[src/rtl/pu_accum_seq_if.sv]
// Host-side channels of the accumulate sequencer: job descriptor, operand stream, result.
// The master drives jobs/operands and consumes results; the slave is the sequencer.
interface pu_accum_seq_if #(
  parameter int DATA_WIDTH = 32,
  parameter int ATTR_WIDTH = 4,
  parameter int MAX_TERMS  = 8,
  parameter int CNT_WIDTH  = 3
);
  logic                  job_valid;
  logic                  job_ready;
  logic [CNT_WIDTH-1:0]  job_terms;
  logic [MAX_TERMS-1:0]  job_neg_mask;

  logic                  opnd_valid;
  logic                  opnd_ready;
  logic [DATA_WIDTH-1:0] opnd_data;
  logic [ATTR_WIDTH-1:0] opnd_attr;

  logic                  res_valid;
  logic                  res_ready;
  logic [DATA_WIDTH-1:0] res_data;
  logic [ATTR_WIDTH-1:0] res_attr;

  modport master (
    output job_valid, job_terms, job_neg_mask,
    output opnd_valid, opnd_data, opnd_attr,
    output res_ready,
    input  job_ready, opnd_ready, res_valid, res_data, res_attr
  );

  modport slave (
    input  job_valid, job_terms, job_neg_mask,
    input  opnd_valid, opnd_data, opnd_attr,
    input  res_ready,
    output job_ready, opnd_ready, res_valid, res_data, res_attr
  );
endinterface

[src/rtl/pu_accum_seq.sv]
// Job sequencer for one pu_accum: streams a job's operands into the PU as init/load
// commands, pulses output-enable, captures the sum and returns it on the result port.
module pu_accum_seq #(
  parameter int DATA_WIDTH = 32,
  parameter int ATTR_WIDTH = 4,
  parameter int MAX_TERMS  = 8,
  parameter int CNT_WIDTH  = 3
) (
  input  logic                  clk,
  input  logic                  rst,
  pu_accum_seq_if.slave         bus,
  output logic                  signal_init,
  output logic                  signal_load,
  output logic                  signal_neg,
  output logic                  signal_oe,
  output logic [DATA_WIDTH-1:0] acc_data_in,
  output logic [ATTR_WIDTH-1:0] acc_attr_in,
  input  logic [DATA_WIDTH-1:0] acc_data_out,
  input  logic [ATTR_WIDTH-1:0] acc_attr_out
);

  typedef enum logic [2:0] {
    S_IDLE,
    S_FIRST,
    S_ACC,
    S_OE,
    S_CAPT,
    S_RESULT
  } state_t;

  state_t                state_q, state_d;
  logic [CNT_WIDTH-1:0]  terms_q, terms_d;
  logic [MAX_TERMS-1:0]  mask_q,  mask_d;
  logic [CNT_WIDTH-1:0]  idx_q,   idx_d;
  logic [DATA_WIDTH-1:0] res_data_q,  res_data_d;
  logic [ATTR_WIDTH-1:0] res_attr_q,  res_attr_d;
  logic                  res_valid_q, res_valid_d;

  logic job_ready_c;
  logic opnd_ready_c;
  logic load_c;
  logic init_c;
  logic neg_c;
  logic oe_c;

  // NOTE: always_comb assigns every output a default before the case statement,
  // so no path leaves a signal unassigned and no latch is inferred.
  always_comb begin
    state_d      = state_q;
    terms_d      = terms_q;
    mask_d       = mask_q;
    idx_d        = idx_q;
    res_data_d   = res_data_q;
    res_attr_d   = res_attr_q;
    res_valid_d  = res_valid_q;
    job_ready_c  = 1'b0;
    opnd_ready_c = 1'b0;
    load_c       = 1'b0;
    init_c       = 1'b0;
    neg_c        = 1'b0;
    oe_c         = 1'b0;

    unique case (state_q)
      S_IDLE: begin
        job_ready_c = 1'b1;
        if (bus.job_valid) begin
          terms_d = bus.job_terms;
          mask_d  = bus.job_neg_mask;
          idx_d   = '0;
          state_d = S_FIRST;
        end
      end

      S_FIRST: begin
        opnd_ready_c = 1'b1;
        if (bus.opnd_valid) begin
          load_c = 1'b1;
          init_c = 1'b1;
          neg_c  = mask_q[0];
          if (terms_q == '0) begin
            state_d = S_OE;
          end else begin
            idx_d   = CNT_WIDTH'(1);
            state_d = S_ACC;
          end
        end
      end

      // A bubble (opnd_valid low) issues nothing and holds idx.
      S_ACC: begin
        opnd_ready_c = 1'b1;
        if (bus.opnd_valid) begin
          load_c = 1'b1;
          neg_c  = mask_q[idx_q];
          if (idx_q == terms_q) begin
            state_d = S_OE;
          end else begin
            idx_d = idx_q + 1'b1;
          end
        end
      end

      S_OE: begin
        oe_c    = 1'b1;
        state_d = S_CAPT;
      end

      // The PU presents its sum in the cycle after the output-enable pulse.
      S_CAPT: begin
        res_data_d  = acc_data_out;
        res_attr_d  = acc_attr_out;
        res_valid_d = 1'b1;
        state_d     = S_RESULT;
      end

      S_RESULT: begin
        if (res_valid_q && bus.res_ready) begin
          res_valid_d = 1'b0;
          state_d     = S_IDLE;
        end
      end

      default: begin
        state_d = S_IDLE;
      end
    endcase
  end

  // NOTE: sequential state uses non-blocking assignments only; every register,
  // including the result holding registers, is cleared by the asynchronous reset.
  always_ff @(posedge clk or negedge rst) begin
    if (!rst) begin
      state_q     <= S_IDLE;
      terms_q     <= '0;
      mask_q      <= '0;
      idx_q       <= '0;
      res_data_q  <= '0;
      res_attr_q  <= '0;
      res_valid_q <= 1'b0;
    end else begin
      state_q     <= state_d;
      terms_q     <= terms_d;
      mask_q      <= mask_d;
      idx_q       <= idx_d;
      res_data_q  <= res_data_d;
      res_attr_q  <= res_attr_d;
      res_valid_q <= res_valid_d;
    end
  end

  assign bus.job_ready  = job_ready_c;
  assign bus.opnd_ready = opnd_ready_c;
  assign bus.res_valid  = res_valid_q;
  assign bus.res_data   = res_data_q;
  assign bus.res_attr   = res_attr_q;

  assign signal_load = load_c;
  assign signal_init = init_c;
  assign signal_neg  = neg_c;
  assign signal_oe   = oe_c;

  assign acc_data_in = bus.opnd_data;
  assign acc_attr_in = bus.opnd_attr;

endmodule

[src/flat_wrapper.sv]
// flat-port wrapper written by rule: the top's interface ports become plain ports
module pu_accum_seq_flat 
#(
  parameter int DATA_WIDTH = 32,
  parameter int ATTR_WIDTH = 4,
  parameter int MAX_TERMS  = 8,
  parameter int CNT_WIDTH  = 3
)
  (clk, rst, signal_init, signal_load, signal_neg, signal_oe, acc_data_in, acc_attr_in, acc_data_out, acc_attr_out, bus_job_valid, bus_job_terms, bus_job_neg_mask, bus_opnd_valid, bus_opnd_data, bus_opnd_attr, bus_res_ready, bus_job_ready, bus_opnd_ready, bus_res_valid, bus_res_data, bus_res_attr);
  pu_accum_seq_if #(.DATA_WIDTH(DATA_WIDTH), .ATTR_WIDTH(ATTR_WIDTH), .MAX_TERMS(MAX_TERMS), .CNT_WIDTH(CNT_WIDTH)) bus_i ();
  input  logic clk;
  input  logic rst;
  output logic signal_init;
  output logic signal_load;
  output logic signal_neg;
  output logic signal_oe;
  output logic [DATA_WIDTH-1:0] acc_data_in;
  output logic [ATTR_WIDTH-1:0] acc_attr_in;
  input  logic [DATA_WIDTH-1:0] acc_data_out;
  input  logic [ATTR_WIDTH-1:0] acc_attr_out;
  input wire logic [$bits(bus_i.job_valid)-1:0] bus_job_valid;
  input wire logic [$bits(bus_i.job_terms)-1:0] bus_job_terms;
  input wire logic [$bits(bus_i.job_neg_mask)-1:0] bus_job_neg_mask;
  input wire logic [$bits(bus_i.opnd_valid)-1:0] bus_opnd_valid;
  input wire logic [$bits(bus_i.opnd_data)-1:0] bus_opnd_data;
  input wire logic [$bits(bus_i.opnd_attr)-1:0] bus_opnd_attr;
  input wire logic [$bits(bus_i.res_ready)-1:0] bus_res_ready;
  output wire logic [$bits(bus_i.job_ready)-1:0] bus_job_ready;
  output wire logic [$bits(bus_i.opnd_ready)-1:0] bus_opnd_ready;
  output wire logic [$bits(bus_i.res_valid)-1:0] bus_res_valid;
  output wire logic [$bits(bus_i.res_data)-1:0] bus_res_data;
  output wire logic [$bits(bus_i.res_attr)-1:0] bus_res_attr;
  assign bus_i.job_valid = bus_job_valid;
  assign bus_i.job_terms = bus_job_terms;
  assign bus_i.job_neg_mask = bus_job_neg_mask;
  assign bus_i.opnd_valid = bus_opnd_valid;
  assign bus_i.opnd_data = bus_opnd_data;
  assign bus_i.opnd_attr = bus_opnd_attr;
  assign bus_i.res_ready = bus_res_ready;
  assign bus_job_ready = bus_i.job_ready;
  assign bus_opnd_ready = bus_i.opnd_ready;
  assign bus_res_valid = bus_i.res_valid;
  assign bus_res_data = bus_i.res_data;
  assign bus_res_attr = bus_i.res_attr;
  pu_accum_seq #(.DATA_WIDTH(DATA_WIDTH), .ATTR_WIDTH(ATTR_WIDTH), .MAX_TERMS(MAX_TERMS), .CNT_WIDTH(CNT_WIDTH)) u_core (.clk(clk), .rst(rst), .bus(bus_i), .signal_init(signal_init), .signal_load(signal_load), .signal_neg(signal_neg), .signal_oe(signal_oe), .acc_data_in(acc_data_in), .acc_attr_in(acc_attr_in), .acc_data_out(acc_data_out), .acc_attr_out(acc_attr_out));
endmodule
[config.mk]
export PLATFORM = sky130hd
export DESIGN_NAME = pu_accum_seq_flat
export DESIGN_NICKNAME = d
export VERILOG_FILES = /design/src/rtl/pu_accum_seq_if.sv /design/src/rtl/pu_accum_seq.sv /design/src/flat_wrapper.sv
export SDC_FILE = /design/constraint.sdc
export NUM_CORES = 1
export LEC_CHECK = 0
export ABC_AREA = 1
export CORE_MARGIN = 10
export CORE_UTILIZATION = 40
export DETAILED_ROUTE_END_ITERATION = 12
export PLACE_DENSITY = 0.91
export SKIP_CTS_REPAIR_TIMING = 1
export SLEW_MARGIN = 15
export SYNTH_ARGS = -nofsm -noshare
export SYNTH_HDL_FRONTEND = slang
export SYNTH_SLANG_ARGS = --single-unit
[constraint.sdc]
create_clock -name clk -period 3.13 [get_ports clk]
set_clock_uncertainty 0.15 [all_clocks]
set_input_delay 0.7825 -clock clk [delete_from_list [all_inputs] [get_ports clk]]
set_output_delay 0.7825 -clock clk [all_outputs]
set_load 0.02 [all_outputs]
==> results of run 1 <==
[metrics by stage]
stage,util [%],cell area [sq um]
after floorplan,-,2660
after global placement,52.9,3400
after detailed placement,52.9,3400
after CTS,54.6,3510
after global routing,54.7,3510
final,54.7,3510
[logic make-up (layout without fill, tap and decap cells)]
kind of cell             Yosys count  after routing  synth area share, %
AO/OA/AOI/OAI                     13             13                 2.44
buffers and inverters             66            128                 15.3
AND/OR/NAND/NOR                   78             78                 13.1
multiplexers                      38             38                 17.3
adder cells (fa/ha/maj)            1              1                0.470
XOR/XNOR                           2              2                0.658
flip-flops                        54             54                 50.8
[worst paths after layout]
check | from | to | cells past startpoint
worst min register to register | u_core.bus.res_data[2] | u_core.bus.res_data[2] | 1
worst max register to register | u_core.state_q[1] | u_core.bus.res_data[13] | 3
worst min-delay path | u_core.bus.res_data[2] | u_core.bus.res_data[2] | 1
max in group asynchronous | rst | u_core.bus.res_data[13] | 2
worst max-delay path | bus_opnd_valid | signal_neg | 6
min in group asynchronous | rst | u_core.terms_q[2] | 2
[cells in the final DEF (no fill, tap or decap), drive strengths merged]
cell type	count
nand4	6
buf	4
inv	23
bufinv	1
clkdlybuf4s50	90
xnor2	2
nand2	36
dfrtp	54
nand3b	2
o21ai	3
clkinvlp	1
nor2	21
dlymetal6s2s	3
a21oi	10
clkbuf	6
nand3	10
nor3	3
mux2	38
ha	1
[sequential cells by signal, summed over array words and instances (netlist names)]
| register | flops |
|---|---|
| u_core.terms_q | 3 |
| u_core.bus.res_valid | 1 |
| u_core.state_q | 3 |
| u_core.bus.res_data | 32 |
| u_core.bus.res_attr | 4 |
| u_core.idx_q | 3 |
| u_core.mask_q | 8 |
[layout make-up]
type                       count  share of cell area (%)
inverter                      23                    2.46
multi-input combinational    132                    25.7
clock inverter                 2                    1.07
timing repair buffer          97                    27.5
tap                           77                    2.74
clock buffer                   6                    2.06
sequential                    54                    38.4
[metal layers]
metal / vias to the layer above / track usage (%) / part of all wire, %
li1: 893 / - / -
met1: 896 / 11.8 / 38
met2: 67 / 21.3 / 53
met3: 8 / 5.17 / 8.3
met4: 0 / 2.86 / 0.60
met5: - / 0 / 0
[power by group]
part	switching [mW]	internal, mW
logic	0.938	0.968
registers	0.218	1.04
clock network	0.224	0.239
total	1.38	2.25
==> impl_metrics.yaml, run 1 <==
synthesis:
  synthArstFlopShare_pct: 100
  synth_top_area_cells: "dfrtp_1, mux2_2, buf_4"
  yosysMostFrequentCell: "dfrtp_1"
  avgSynthCellArea_sq_um: 10.6
  synthesis.area_sq_mm: 0.00266
  synth_edf_count: 0
  ys_seq_area_share_pct: 50.8
  yosys_warnings: 0
  synthFlopType: "dfrtp_1"
  yosys.cell_types.count: 22
  yosys_top_cell_by_area: "dfrtp_1"
  most_common_library_cells_after_synthesis: "dfrtp_1, buf_4, nand2_1"
  netlist_instances: 252
  synth_top_area_share_pct: 50.8
  yosys_register_bits: 54
  synthesis.nets: 341
die:
  die_width_um: 102
  placeableCoreArea_sq_mm: 0.00642
  floorplan.initialDensity_pct: 41.5
  die_area_sq_mm: 0.0103
  placement_rows: 29
  dieHeight_um: 102
  io_pins: 167
clocking:
  clk_transition_reported_paths_ps: 100
  cts.sinks: 54
  clock_tree_from_tritoncts: "yes"
  cts_buffers: 5
  cts_buffer_depth: 2
  clock_tree.htree_level_count: 2
  worstSkewPairLatency_ps: 300
  clk_root_buffer_cell: "clkbuf_8"
final_layout:
  num_antenna_cells: 0
  final_non_filler_cells: 391
  final_layout_size_suffix_gt1_share_pct: 16.9
  flow.area_growth_from_synthesis_pct: 32.0
  final_nets: 402
  seq_area_sq_mm: 0.00135
  nFillCells: 550
  multi_input_comb_area_sq_um: 905
critical_path:
  worst_path_most_repeated_cell: "inv_1"
  crit_path_cell_trace: "clkdlybuf4s50_1 -> inv_1 -> nor2_1 -> inv_1 -> a21oi_1 -> dlymetal6s2s_1"
  crit_slowest_cell: "clkdlybuf4s50_1"
  type_of_element_capturing_the_critical_path: "primary output"
  worst_setup_path_category: "in -> out"
  critPathMaxStageDelay_ps: 500
  cp_num_buf_inv: 4
  data_arrival_time_at_the_worst_slack_endpoint_ps: 1890
  timing.critical_path.max_delay_family: "buffers and inverters"
  cp_data_required_time_ps: 2200
  cp-start-kind: "primary input"
  rrSetupSlack_ps: 1140
  cp_max_fo: 2
drt:
  routed_wl_um: 6180
  drc_errors: 0
  routed_via_density: 4.77
  wl_per_cell_um: 15.8
  postRouteAntennaNets: 0
  first_pass_drt_iterations: 5
  vias: 1864
  first_drt_iteration_drcs: 63
sta:
  worst_hold_slack_ps: 360
  layout_setup_ws_ps: 312
  tightestPinTransition_ps: 949
  layout_min_cycle_time_ps: 2820
  slew_headroom_pct: 36.5
  final.period_utilization_pct: 90.0
  totalNegativeSetupSlack_ps: 0
  timing.final.max_slew_violations: 0
  grt_setup_unrepaired: "false"
  fmax_ghz: 0.355
  final_hold_viol_count: 0
  finalSetupViolCount: 0
hold_path:
  worstHoldPathType: "reg -> reg"
grt:
  grt_max_degree: 55
  grt.total_usage_pct: 11.6
  grt_pass1_vias: 1981
  grt_first_pass_wirelength_um: 9680
  gr-total-overflow: 0
  antenna_found_initial: 0
outcome:
  outcome: "completed"
pwr:
  leakagePower_nw: 1.65
  p_total_mw: 3.63
  worst_ir_drop_vdd_mv: 0.525
  cellPowerDensity_mw_per_mm2: 1030
placed_design:
  pre_cts_ws_ps: -85.5
  io_buffer_count: 94
  dp_hpwl_um: 4770
  place.detailed.instances: 383
  place_congestion: 0.841
run:
  cap_violations: 0
Note: power is estimated with default switching activity, not from simulation.
==> run 2, diff against run 1 <==
SLEW_MARGIN = 20   (was 15)
==> results of run 2 <==
No change in the layout: final DEF, timing and power equal those of run 1.
==> RTL edit (flow settings as in run 1) <==
`ATTR_WIDTH` is set to 4 in 3 places; all go to 6.
--- a/src/rtl/pu_accum_seq_if.sv
+++ b/src/rtl/pu_accum_seq_if.sv
@@ -4,3 +4,3 @@
   parameter int DATA_WIDTH = 32,
-  parameter int ATTR_WIDTH = 4,
+  parameter int ATTR_WIDTH = 6,
   parameter int MAX_TERMS  = 8,
--- a/src/rtl/pu_accum_seq.sv
+++ b/src/rtl/pu_accum_seq.sv
@@ -4,3 +4,3 @@
   parameter int DATA_WIDTH = 32,
-  parameter int ATTR_WIDTH = 4,
+  parameter int ATTR_WIDTH = 6,
   parameter int MAX_TERMS  = 8,
--- a/src/flat_wrapper.sv
+++ b/src/flat_wrapper.sv
@@ -4,3 +4,3 @@
   parameter int DATA_WIDTH = 32,
-  parameter int ATTR_WIDTH = 4,
+  parameter int ATTR_WIDTH = 6,
   parameter int MAX_TERMS  = 8,
Ports: changed (resized acc_attr_in, acc_attr_out, bus_opnd_attr and bus_res_attr); port bits go from 167 to 175. No check against the original RTL was run, so the function may have changed too.
==> RTL edit against run 1 <==
Utilization fell by 1.7 points; routed wire length decreased by 0.58%; sequential cell count increased by 2; register-to-register slack better by 0.22 ns; global-route usage up 0.32 points; power decreased by 0.71%; synthesized area grew 2.3%; worst setup slack got worse by 0.20 ns; final area is 1.4% higher; critical path depth fell by 2; cell count rose by 2.8%; synthesized cell count grew 3.2%; sequential share of layout area is 0.93 points higher.
==> RTL edit: results (changes against run 1) <==
Outcome
  – Status: finished clean

Route
  – Drt pass-1 iters: 4 (-1)
  – Vias per cell: 4.84 (+1.6%)
  – Initial DRC count: 51 (-19%)
  – WL final: 6140 µm (-0.58%)

Worst setup path
  – Reg2reg setup slack: 1.36 ns (+0.22 ns)
  – Worst Setup EP: signal_neg
  – Start point of the critical path: bus_opnd_valid
  – Slowest-stage cell, CP: clkdlybuf4s50_1
  – Cells on worst reg2reg path: 5 (+2)
  – Worst-path maximum fanout: 2 (unchanged)
  – Start of the worst register-to-register path: u_core.state_q[1]
  – Reg2reg end: u_core.mask_q[0]
  – Worst Path Arrival: 2.08 ns (+0.19 ns)
  – Delay-heaviest family, CP: buffers and inverters
  – CP peak stage delay: 0.62 ns (+0.12 ns)

GRT
  – Gr usage total: 0.120 (+0.00319)
  – First-pass GRT wire length: 10000 µm (+3.8%)
  – Vias in the first global route: 2073 (+4.6%)
  – Largest net degree at the start of global routing: 41 (-25%)
  – Initial antenna violation count: 0 (unchanged)

Placed design
  – HPWL Detailed: 4880 µm (+2.3%)
  – I/O Buffers: 98 (+4.3%)
  – Pre-CTS WS: 0.113 ns (+0.199 ns)
  – Final RePlAce weighted congestion: 0.782 (-7.0%)

Yosys
  – Post-synth ARST share: 1.00 (unchanged)
  – Sequential fraction of the synthesis area: 0.514 (+0.00671)
  – Synth area leaders: dfrtp_1 51%, mux2_2 16%, buf_4 11%, nand2_1 4.7%, nor2_1 3.0%
  – Synth warn: 0 (unchanged)
  – Post-Synth Adder-Cell Area: 0.00459 (-0.000108)
  – Mux share of post-synthesis cell area: 0.161 (-0.0122)
  – Post-synth cell types: 22 (unchanged)
  – Syn nets: 353 (+3.5%)
  – Commonest cells in the synthesized netlist: 56 x dfrtp_1, 41 x buf_4, 39 x mux2_2
  – Compound-cell area share of the yosys netlist: 0.0257 (+0.00128)
  – Xor/xnor share of the synthesized area: 0.00643 (-0.000151)

Finish
  – Share of cells above drive strength 1: 0.180 (+0.0113)
  – ANT cells: 0 (unchanged)
  – Largest register FFs: 32 (unchanged)
  – Final #Nets: 414 (+3.0%)

CTS
  – Clk buf depth: 2 (unchanged)
  – Clk slew on worst S/H paths: 0.10 ns (about the same)
  – Total CTS buffers: 5 (unchanged)
  – Root Driver: clkbuf_8
  – Clk Latency, worst-skew pair: 0.30 ns (about the same)
  – Htree depth: 2 (unchanged)

STA
  – Slew margin rel.: 0.573 (+0.208)
  – Final period utilization: 0.963 (+0.0630)

Power and ir drop
  – Static Leak: 1.60 nW (-2.6%)
  – Peak supply drop: 0.477 mV (-9.1%)

Worst hold path
  – Hold WC Path Type: input port to async pin
RTL edit: cell types whose count changed in the layout (fill, tap and decap cells not counted), moves of 3 or more:
cell and change:
mux2_2 +10, clkdlybuf4s50_1 +7, mux2_4 -9, dlymetal6s2s_1 -3, nor3_1 -3
RTL edit: worst register-to-register path, cell delays in order, from the launching register on:
cell and delay (ns):
dfrtp_1 0.42, inv_1 0.12, nand2_2 0.09, nor2_2 0.12, nand2_1 0.38, mux2_2 0.41
RTL edit: per-stage QoR:
| stage | instance area, µm² | std cells | hold slack, ns | util |
|---|---|---|---|---|
| after floorplan | 2730 | 260 | 0.331 | - |
| after global placement | 3470 | 394 | 0.336 | 0.517 |
| after detailed placement | 3470 | 394 | 0.346 | 0.517 |
| after CTS | 3560 | 402 | 0.354 | 0.530 |
| after global routing | 3560 | 402 | 0.375 | 0.530 |
| final | 3560 | 402 | 0.342 | 0.530 |
RTL edit: per-layer routing:
layer | wire (µm) | track usage | part of all wire | vias to the layer above
met3 | 771 | 0.0744 | 0.13 | 12
li1 | - | - | - | 917
met5 | 0 | 0 | 0 | -
met1 | 2310 | 0.127 | 0.38 | 935
met2 | 2980 | 0.191 | 0.49 | 83
met4 | 78 | 0.0390 | 0.013 | 0
RTL edit: cell type report:
type,count,area [µm²]
timing repair buffer,99,983
clock buffer,6,72.6
sequential,56,1400
multi-input combinational,136,903
clock inverter,2,13.8
inverter,23,86.3
fill,606,3160
tap,80,100
RTL edit: power breakdown:
| group | internal (mW) | total [mW] | switching, mW |
|---|---|---|---|
| Combinational | 0.956 | 1.94 | 0.981 |
| Clock | 0.160 | 0.389 | 0.228 |
| Sequential | 1.08 | 1.28 | 0.196 |
